<file path="src/rtl/mask_encoder_serial.sv">
`default_nettype none
// ============================================================================
// Module      : mask_encoder_serial
// Description : Serialises a multi-hot request mask into one binary index per
//               set bit (fixed priority or round-robin), valid/ready both sides.
// Revision    : 1.0 - initial release
// ============================================================================
module mask_encoder_serial #(
  parameter int N       = 4,
  parameter int W       = $clog2(N),
  parameter bit RR_MODE = 1'b0
) (
  input  logic         clk,
  input  logic         reset,
  input  logic [N-1:0] mask,
  input  logic         in_valid,
  output logic         in_ready,
  output logic [W-1:0] code,
  output logic         out_valid,
  input  logic         out_ready,
  output logic         last,
  output logic         zero_err
);

  typedef enum logic [0:0] {
    IDLE = 1'b0,
    EMIT = 1'b1
  } state_t;

  localparam logic [W-1:0] c_last_idx = W'(N - 1);

  state_t       r_state;
  logic [N-1:0] r_pending;
  logic [W-1:0] r_rr_ptr;

  logic [N-1:0] w_code_onehot;
  logic [N-1:0] w_cleared;
  logic [W-1:0] w_next_ptr;
  logic [N-1:0] w_src;
  logic [W-1:0] w_ptr_src;
  logic [W-1:0] w_sel;
  logic         w_single;

  assign in_ready = reset && (r_state == IDLE);

  always_comb begin
    w_code_onehot = '0;
    for (int i = 0; i < N; i++) begin
      w_code_onehot[i] = (code == W'(i));
    end
  end

  assign w_cleared  = r_pending & ~w_code_onehot;
  assign w_next_ptr = (code == c_last_idx) ? '0 : code + W'(1);

  // The registered code/last always describe the next bit to present: either
  // the freshly accepted mask or what remains after the current transfer.
  assign w_src     = (r_state == IDLE) ? mask : w_cleared;
  assign w_ptr_src = (r_state == IDLE || !RR_MODE) ? r_rr_ptr : w_next_ptr;

  always_comb begin
    logic       found;
    logic [W-1:0] idx;
    int         j;
    w_sel = '0;
    found = 1'b0;
    idx   = '0;
    j     = 0;
    if (RR_MODE) begin
      for (int k = 0; k < N; k++) begin
        j = int'(w_ptr_src) + k;
        if (j >= N) j = j - N;
        idx = W'(j);
        if (!found && w_src[idx]) begin
          w_sel = idx;
          found = 1'b1;
        end
      end
    end else begin
      for (int i = 0; i < N; i++) begin
        if (w_src[i]) w_sel = W'(i);
      end
    end
  end

  assign w_single = (w_src != '0) && ((w_src & (w_src - N'(1))) == '0);

  always_ff @(posedge clk) begin
    if (!reset) begin
      r_state   <= IDLE;
      r_pending <= '0;
      r_rr_ptr  <= '0;
      code      <= '0;
      out_valid <= 1'b0;
      last      <= 1'b0;
      zero_err  <= 1'b0;
    end else begin
      zero_err <= 1'b0;
      case (r_state)
        IDLE: begin
          if (in_valid) begin
            if (mask == '0) begin
              zero_err <= 1'b1;
            end else begin
              r_pending <= mask;
              code      <= w_sel;
              last      <= w_single;
              out_valid <= 1'b1;
              r_state   <= EMIT;
            end
          end
        end
        EMIT: begin
          if (out_ready) begin
            r_pending <= w_cleared;
            if (RR_MODE) r_rr_ptr <= w_next_ptr;
            if (w_cleared == '0) begin
              out_valid <= 1'b0;
              last      <= 1'b0;
              r_state   <= IDLE;
            end else begin
              code <= w_sel;
              last <= w_single;
            end
          end
        end
        default: r_state <= IDLE;
      endcase
    end
  end

endmodule
`default_nettype wire

</file>
<file path="config.mk">
export PLATFORM = sky130hd
export DESIGN_NAME = mask_encoder_serial
export DESIGN_NICKNAME = d
export VERILOG_FILES = /design/src/rtl/mask_encoder_serial.sv
export SDC_FILE = /design/constraint.sdc
export NUM_CORES = 1
export LEC_CHECK = 0
export BUFFER_PORTS_ARGS = -buffer_cell sky130_fd_sc_hd__buf_2
export CAP_MARGIN = 10
export CORE_UTILIZATION = 41
export CTS_CLUSTER_SIZE = 12
export DETAILED_ROUTE_END_ITERATION = 12
export HOLD_SLACK_MARGIN = 0.1
export PLACE_DENSITY = 0.66
export SLEW_MARGIN = 5
export SYNTH_ARGS = -nofsm -noshare
export SYNTH_HDL_FRONTEND = slang
export SYNTH_SLANG_ARGS = --single-unit
export TNS_END_PERCENT = 5
</file>
<file path="constraint.sdc">
create_clock -name clk -period 1.52 [get_ports clk]
set_input_delay 0.228 -clock clk [delete_from_list [all_inputs] [get_ports clk]]
set_output_delay 0.228 -clock clk [all_outputs]
set_load 0.02 [all_outputs]
</file>
# == After elaboration in Yosys (flattened, before gate mapping) ==
# Index checks and enable logic that the tools add are counted.
# word_totals
romBits,0
ff_bits,10
latch_bits,0
mem_bits_rw,0
wordCells,61
out_inout_bits,6
inputBits,8
memories,0
# classes
n_div,0
magnitude_cmp,0
mul,0
n_shift,0
eq_ne,8
bitwise,6
mux,29
reduce_logical,11
n_addsub,1
# ops
operator,count
$mux W4,4
$mux W1,14
$logic_not A4 Y1,3
$mux W2,6
$and A4 B4 Y4,2
$ne A2 B2 Y1 const B,4
$pmux W4 S2,1
$reduce_and A4 Y1,2
$pmux W1 S2,3
$eq A2 B2 Y1 const B,2
$not A4 Y4,1
$pmux W2 S2,1
$reduce_bool A4 Y1,1
$sub A4 B1 Y4 const B,1
$not A1 Y1,3
$reduce_and A3 Y1,1
$reduce_or A3 Y1,1
$eq A2 B1 Y1 const B,1
$logic_and A1 B1 Y1,2
$logic_not A2 Y1,1
$ne A2 B1 Y1 const B,1

# == Logic depth before layout (Yosys ltp) ==
# Gate-level depths: netlist of run 1.
# depth
ltp_word,11
ltp_mapped,6
mapped_depth_nobuf,5

# == Least setup slack after synthesis of run 1 ==
# OpenSTA, ideal clock, no wires.
# synth_timing
kind,register to register
from,reg code[0]
to,reg last
arrival_time_ps,1450
path_stages_with_launch,7
slack_ps,-18
path_cell_list,dfxtp_1 -> buf_4 -> a21boi_1 -> mux2i_1 -> maj3_2 -> nand2_1 -> a311oi_2
# synth_between
elab_chain_len,11
elab_cells_between_ends,18
classes_between,add/sub (1); eq/ne (3); mux (6); bitwise (3); reduce/logical (5)
# synth_rtl
item,line,text
start: declaration,18,"output logic [W-1:0] code,"
start signal: assignment,106,code <= w_sel;
start signal: assignment,122,code <= w_sel;
"$eq A2 B1 Y1, or another cell as far along",49,w_code_onehot[i] = (code == W'(i));
$not A4 Y4 *,53,assign w_cleared = r_pending & ~w_code_onehot;
$and A4 B4 Y4 *,53,
$mux W4,58,assign w_src = (r_state == IDLE) ? mask : w_cleared;
$sub A4 B1 Y4,86,assign w_single = (w_src != '0) && ((w_src & (w_src - N'(1))) == '0);
$and A4 B4 Y4,86,
$logic_not A4 Y1,86,
$logic_and A1 B1 Y1,86,
"$mux W1, on equally long branches","117, 102",
"$mux W1, on equally long branches","114, 101",
$pmux W1 S2 *,99,case (r_state)
end signal: assignment,107,last <= w_single;
end signal: assignment,123,last <= w_single;
end: declaration,21,"output logic last,"
# Every way passes the cells marked *; elsewhere a longest branch is shown, timed or not. The select of a mux whose other input is x is not followed.
# A chain may end at the register's enable or synchronous reset.

# == Worst setup path in the final report of run 1 ==
# layout_timing
from,reg code[1]
to,reg last
# The elaborated chain is that of the path after synthesis.

==> results of run 1 <==
[worst reg2reg max path, stage by stage (launching register included)]
cell and delay [ps]:
dfxtp_1 430, a21boi_1 130, mux2i_1 220, maj3_2 230, nand2_1 70, a311oi_2 270
[how the worst max path moves through the flow]
stage,startpoint,end,slack (ps)
finish,code[1]$_SDFFE_PN0P_,last$_SDFFE_PN0P_,90
global placement,mask[3],code[0]$_SDFFE_PN0P_,10
global route,code[1]$_SDFFE_PN0P_,code[1]$_SDFFE_PN0P_,20
floorplan,code[1]$_SDFFE_PN0P_,last$_SDFFE_PN0P_,30
detailed placement,mask[3],code[0]$_SDFFE_PN0P_,-5
CTS,r_state$_SDFF_PN0_,code[0]$_SDFFE_PN0P_,10
[sequential cells by signal, indices dropped and copies added, names as in the netlist]
signal and count:
out_valid 1, r_pending 4, code 2, last 1, zero_err 1, r_state 1
[Yosys cell counts (2+ instances only)]
cell type / count / share of area, %
a21oi_1: 3 / 2.5
o21ai_1: 3 / 2.5
a211oi_1: 3 / 3.8
mux2i_1: 2 / 3.3
nor2_1: 8 / 5.0
o211a_1: 2 / 3.3
inv_1: 3 / 1.9
dfxtp_1: 10 / 33
nand2_1: 6 / 3.8
nor3_1: 2 / 1.7
buf_6: 2 / 3.8
nand3_1: 3 / 2.5
a2bb2oi_2: 2 / 5.0
[through the flow]
step | cells | cell area (µm²) | utilization (%)
global route | 102 | 732 | 54.9
floorplan | 68 | 599 | -
detailed placement | 98 | 691 | 51.8
global placement | 98 | 691 | 51.8
finish | 102 | 732 | 54.9
CTS | 102 | 727 | 54.5
[report_power, final]
part | internal, mW | switching (mW)
registers | 0.293 | 0.0389
logic | 0.120 | 0.145
clock network | 0.146 | 0.102
[cell families after synthesis]
group	after synthesis	synth area share [%]
and+or+nand+nor	27	23.6
AOI/OAI and AO/OA	21	30.1
DFF	10	33.5
buffers and inverters	7	7.53
muxes	2	3.35
adders and majority gates	1	1.88
[layout make-up]
type,instances,area [µm²]
Tap cell,15,18.8
Timing Repair Buffer,18,103
Sequential cell,10,204
Clock buffer,4,36.3
Fill cell,130,602
Multi-Input combinational cell,51,355
Inverter,4,15.0
[metal layers]
layer / GRT usage [%] / up-vias / wire [µm]
met2: 30.6 / 30 / 584
met4: 10.0 / 0 / 34
li1: - / 286 / -
met5: 0 / - / 0
met3: 6.67 / 4 / 128
met1: 25.6 / 253 / 598
[placed cells by master (no fill, tap or decap)]
cell type / n
buf_2: 13
nor2b_2: 1
nor3_1: 2
nand3_1: 3
or3b_4: 1
o2111ai_1: 1
dfxtp_1: 9
o21ai_0: 1
o21a_1: 1
and4_1: 1
nor2b_1: 1
a311oi_2: 1
nand2_1: 6
a2bb2oi_2: 2
nor4_1: 1
mux2i_1: 2
o22ai_2: 1
clkbuf_4: 3
a211oi_1: 3
and2_1: 1
a31oi_1: 1
o21ai_1: 3
dfxtp_4: 1
a21boi_1: 1
nand2_4: 1
maj3_2: 1
nor2_1: 8
inv_2: 1
o221ai_2: 1
o211a_1: 2
inv_1: 3
clkbuf_8: 1
and2b_1: 1
a21oi_1: 3
buf_4: 5
[what timing repair did]
action | 4_1_cts | 5_1_grt
gates resized for setup | 0 | 2
endpoints found under the setup margin | 0 | 2
hold buffers | 0 | 0
==> flow_summary.yaml, run 1 <==
global_route:
  grt_pass1_vias: 498
  antenna_found_initial: 0
  grt.total_usage_pct: 20.3
  grt_pass1_wl_um: 2130
  grt-ovfl-total: 0
  grt_max_degree: 10
worst_hold_path:
  hold_path.class: "input pin to flip-flop"
  whs_endpoint: "code[0]$_SDFFE_PN0P_"
  whs_path_depth: 2
  hold_path.startpoint: "reset"
power_and_ir_drop:
  power_density_nw_per_um2: 1150
  p_leak_nw: 0.330
  vdd_drop_max_mv: 0.540
  power_mw: 0.844
critical_path:
  arrival_ps: 1620
  worst_setup_path_start_kind: "flip-flop"
  slowest_delay_ps: 430
  r2r_cells: 5
  cp_num_buf_inv: 0
  reg2reg_slack_ps: 90
  required_ps: 1710
  reg2reg_from: "code[1]$_SDFFE_PN0P_"
  cp-end-kind: "flip-flop"
  cp.depth: 5
  crit_slowest_cell: "dfxtp_1"
  timing.rr.end: "last$_SDFFE_PN0P_"
  criticalPathCategory: "flip-flop to flip-flop"
  cp_top_family: "flip-flops"
  crit_chain: "a21boi_1 -> mux2i_1 -> maj3_2 -> nand2_1 -> a311oi_2"
  crit_fanout: 7
place:
  dpl_worst_slack_ps: -5.35
  place.gp.congestion: 0.823
  hpwl_um: 1030
  io_buffers: 13
clocking:
  cts_tree: "yes"
  clkSlewWorstSetupHoldPaths_ps: 70
  h-tree-depth: 1
  cts_made_buffers: 3
  clk_path_buf_depth: 2
  clockRootBuffer: "clkbuf_4"
  cts_sinks: 10
  clk_latency_ps: 270
  cts_setup_buffers: 0
routing:
  routed_wl_um: 1350
  vias: 573
  vias_per_cell: 5.62
  wl_per_cell_um: 13.2
  final_antenna_net_count: 0
  drc: 0
  drt_iter0_drc: 31
  first_pass_iters: 4
timing:
  drv_slew: 0
  max-slew-margin-rel_pct: 80.6
  rsz0062_at_grt: "false"
  setup_slack_ps: 91.6
  min_period_ps: 1430
  fin_skew_ps: 7.52
  finalCritPeriodShare_pct: 94.0
  hold_viol: 0
  fmax_mhz: 700
  hold_slack_ps: 226
  setup_viol: 0
  tightest_slew_ps: 289
  finalSetupTns_ps: 0
floorplan:
  io_pins: 14
  die_w_um: 40.2
  fp-row-count: 13
  core_region_area_um2: 1330
  die-area_um2: 1620
  start_util_pct: 44.8
  die_h_um: 40.2
run:
  drv_cap: 0
yosys:
  synth_cell_types: 32
  synth_nets: 76
  async_flop_share_pct: 0
  synth_edf_count: 0
  yosys_warnings: 0
  avgSynthCellArea_um2: 8.80
  postSynthCellCount: 68
  seq_area_frac_synth_pct: 33.5
  synth_seq_cells: 10
  netlist_area_um2: 598
  synth_ff_type: "dfxtp_1"
final_layout:
  final_layout_size_suffix_gt1_share_pct: 37.9
  final_nets: 96
  area_growth_pct: 22.4
  antenna_cells: 0
status:
  outcome: "finished clean"
Power figures use the tool's default switching activity.
==> run 2, diff against run 1 <==
GPL_TIMING_DRIVEN = 0   (was unset)
clock period = 1.17 ns   (was 1.52 ns; I/O delays follow)
==> run 2 against run 1 <==
Compared with the run above:
- the run now ends with negative setup slack left
- clock power rose by 27%
- combinational power rose by 61%
- clock-buffer cell count unchanged
- routed wire length is 3.3% higher
- largest cell class unchanged
- highest routed layer unchanged
==> flow_summary.yaml, run 2 (synthesis results as in run 1) <==
floorplan:
  die_w_um: 40.2
  io_pins: 14
  die_h_um: 40.2
  die-area_um2: 1620
  start_util_pct: 44.8
  core_region_area_um2: 1330
  fp-row-count: 13
clocking:
  clk_latency_ps: 270
  cts_made_buffers: 3
  h-tree-depth: 1
  cts_sinks: 10
  clockRootBuffer: "clkbuf_4"
  clkSlewWorstSetupHoldPaths_ps: 70
  cts_tree: "yes"
  ctsHoldBuffers: 0
  clk_path_buf_depth: 2
status:
  outcome: "finished with violations"
  violations: "negative setup slack"
critical_path:
  arrival_ps: 1530
  worst_setup_path_start_kind: "flip-flop"
  cp-end-kind: "flip-flop"
  crit_fanout: 9
  required_ps: 1340
  criticalPathCategory: "flip-flop to flip-flop"
routing:
  drt_iter0_drc: 14
  first_pass_iters: 5
  final_antenna_net_count: 0
  drc: 0
  wl_per_cell_um: 13.4
  routed_wl_um: 1390
  vias: 575
  vias_per_cell: 5.53
final_layout:
  final_nets: 98
  antenna_cells: 0
  area_growth_pct: 38.5
  largest_reg_flops: 4
  layout_commonest_cell: "buf_2"
  reg.largest.list: "r_pending (4), code (2)"
  final_cells: 104
  mostFrequentLayoutCells: "12 x buf_2, 7 x nor2_1, 7 x dfxtp_1"
  final_layout_size_suffix_gt1_share_pct: 47.2
  regMostFlops: "r_pending"
  nFillCells: 111
run:
  drv_cap: 0
place:
  placed_cells: 96
  place.gp.congestion: 0.833
  dpl_worst_slack_ps: -296
  io_buffers: 13
  hpwl_um: 937
power_and_ir_drop:
  p_int_mw: 0.781
  power_density_nw_per_um2: 1420
  p_sw_mw: 0.394
  pwr-share-comb_pct: 36.2
  clkPwrFrac_pct: 26.7
  vdd_drop_max_mv: 0.826
  p_seq_share_pct: 37.1
  switching_share_pct: 33.5
  p_leak_nw: 0.356
timing:
  min_period_ps: 1360
  setup_viol: 9
  fmax_mhz: 734
  hold_viol: 0
  tightest_slew_ps: 346
  drv_slew: 0
  fin_skew_ps: 4.02
  finalCritPeriodShare_pct: 116
  max-slew-margin-rel_pct: 76.9
  rsz0062_at_grt: "true"
  finalSetupTns_ps: -940
  setup_slack_ps: -193
global_route:
  antenna_found_initial: 0
  grt_pass1_wl_um: 2150
  grt_max_degree: 10
  grt-ovfl-total: 0
  grt.total_usage_pct: 20.9
  grt_pass1_vias: 440
worst_hold_path:
  hold_path.class: "input pin to flip-flop"
## run 2: what timing repair did
item | in CTS | in global routing
setup endpoints to repair | 9 | 10
pin swaps | 9 | 3
hold endpoints to repair | 0 | 0
resized for setup | 7 | 6
setup buffers | 3 | 3
## run 2: final timing paths
check / start / to / slack [ps] / cells past startpoint
worst min register to register: out_valid$_SDFFE_PN0P_ / out_valid$_SDFFE_PN0P_ / 480 / 2
worst max register to register: r_state$_SDFF_PN0_ / code[1]$_SDFFE_PN0P_ / -190 / 5
worst min-delay path: reset / code[1]$_SDFFE_PN0P_ / 160 / 2
worst max-delay path: r_state$_SDFF_PN0_ / code[1]$_SDFFE_PN0P_ / -190 / 5
## run 2: metal layers
metal / vias up / track usage [%] / part of all wire [%]
met2: 14 / 27.0 / 47
met3: 4 / 10.0 / 6.3
met1: 260 / 29.5 / 45
met5: - / 0 / 0
met4: 0 / 7.50 / 1.2
li1: 297 / - / -
## run 2: final cells by class
| class | instances | area, µm² | share of cell area (%) |
|---|---|---|---|
| Sequential cell | 10 | 211 | 25.5 |
| Tap cell | 15 | 18.8 | 2.27 |
| Inverter | 4 | 15.0 | 1.81 |
| Clock buffer | 4 | 36.3 | 4.38 |
| Multi-Input combinational cell | 51 | 419 | 50.6 |
| Buffer | 1 | 11.3 | 1.36 |
| Timing Repair Buffer | 19 | 116 | 14.0 |
## run 2: power groups by stage
stage	clock, mW	sequential, mW	combinational, mW
finish	0.314	0.436	0.426
floorplan	0	0.440	0.266
detailed placement	0	0.425	0.366
global placement	0	0.423	0.363
CTS	0.327	0.422	0.395
global route	0.349	0.446	0.463
## run 2: worst max-delay path, cell delays in order (launching register included)
cell and delay [ps]:
dfxtp_4 360, or3b_1 360, buf_6 150, nand2_8 80
o2111ai_1 150, o211a_1 150
## run 2: per-stage QoR
step	cell area, µm²	utilization [%]	total power, mW	hold WS [ps]
after CTS	785	58.8	1.14	156
after global routing	828	62.1	1.26	150
after floorplan	621	-	0.706	299
after global placement	704	52.8	0.787	445
after detailed placement	704	52.8	0.790	449
final	828	62.1	1.17	161
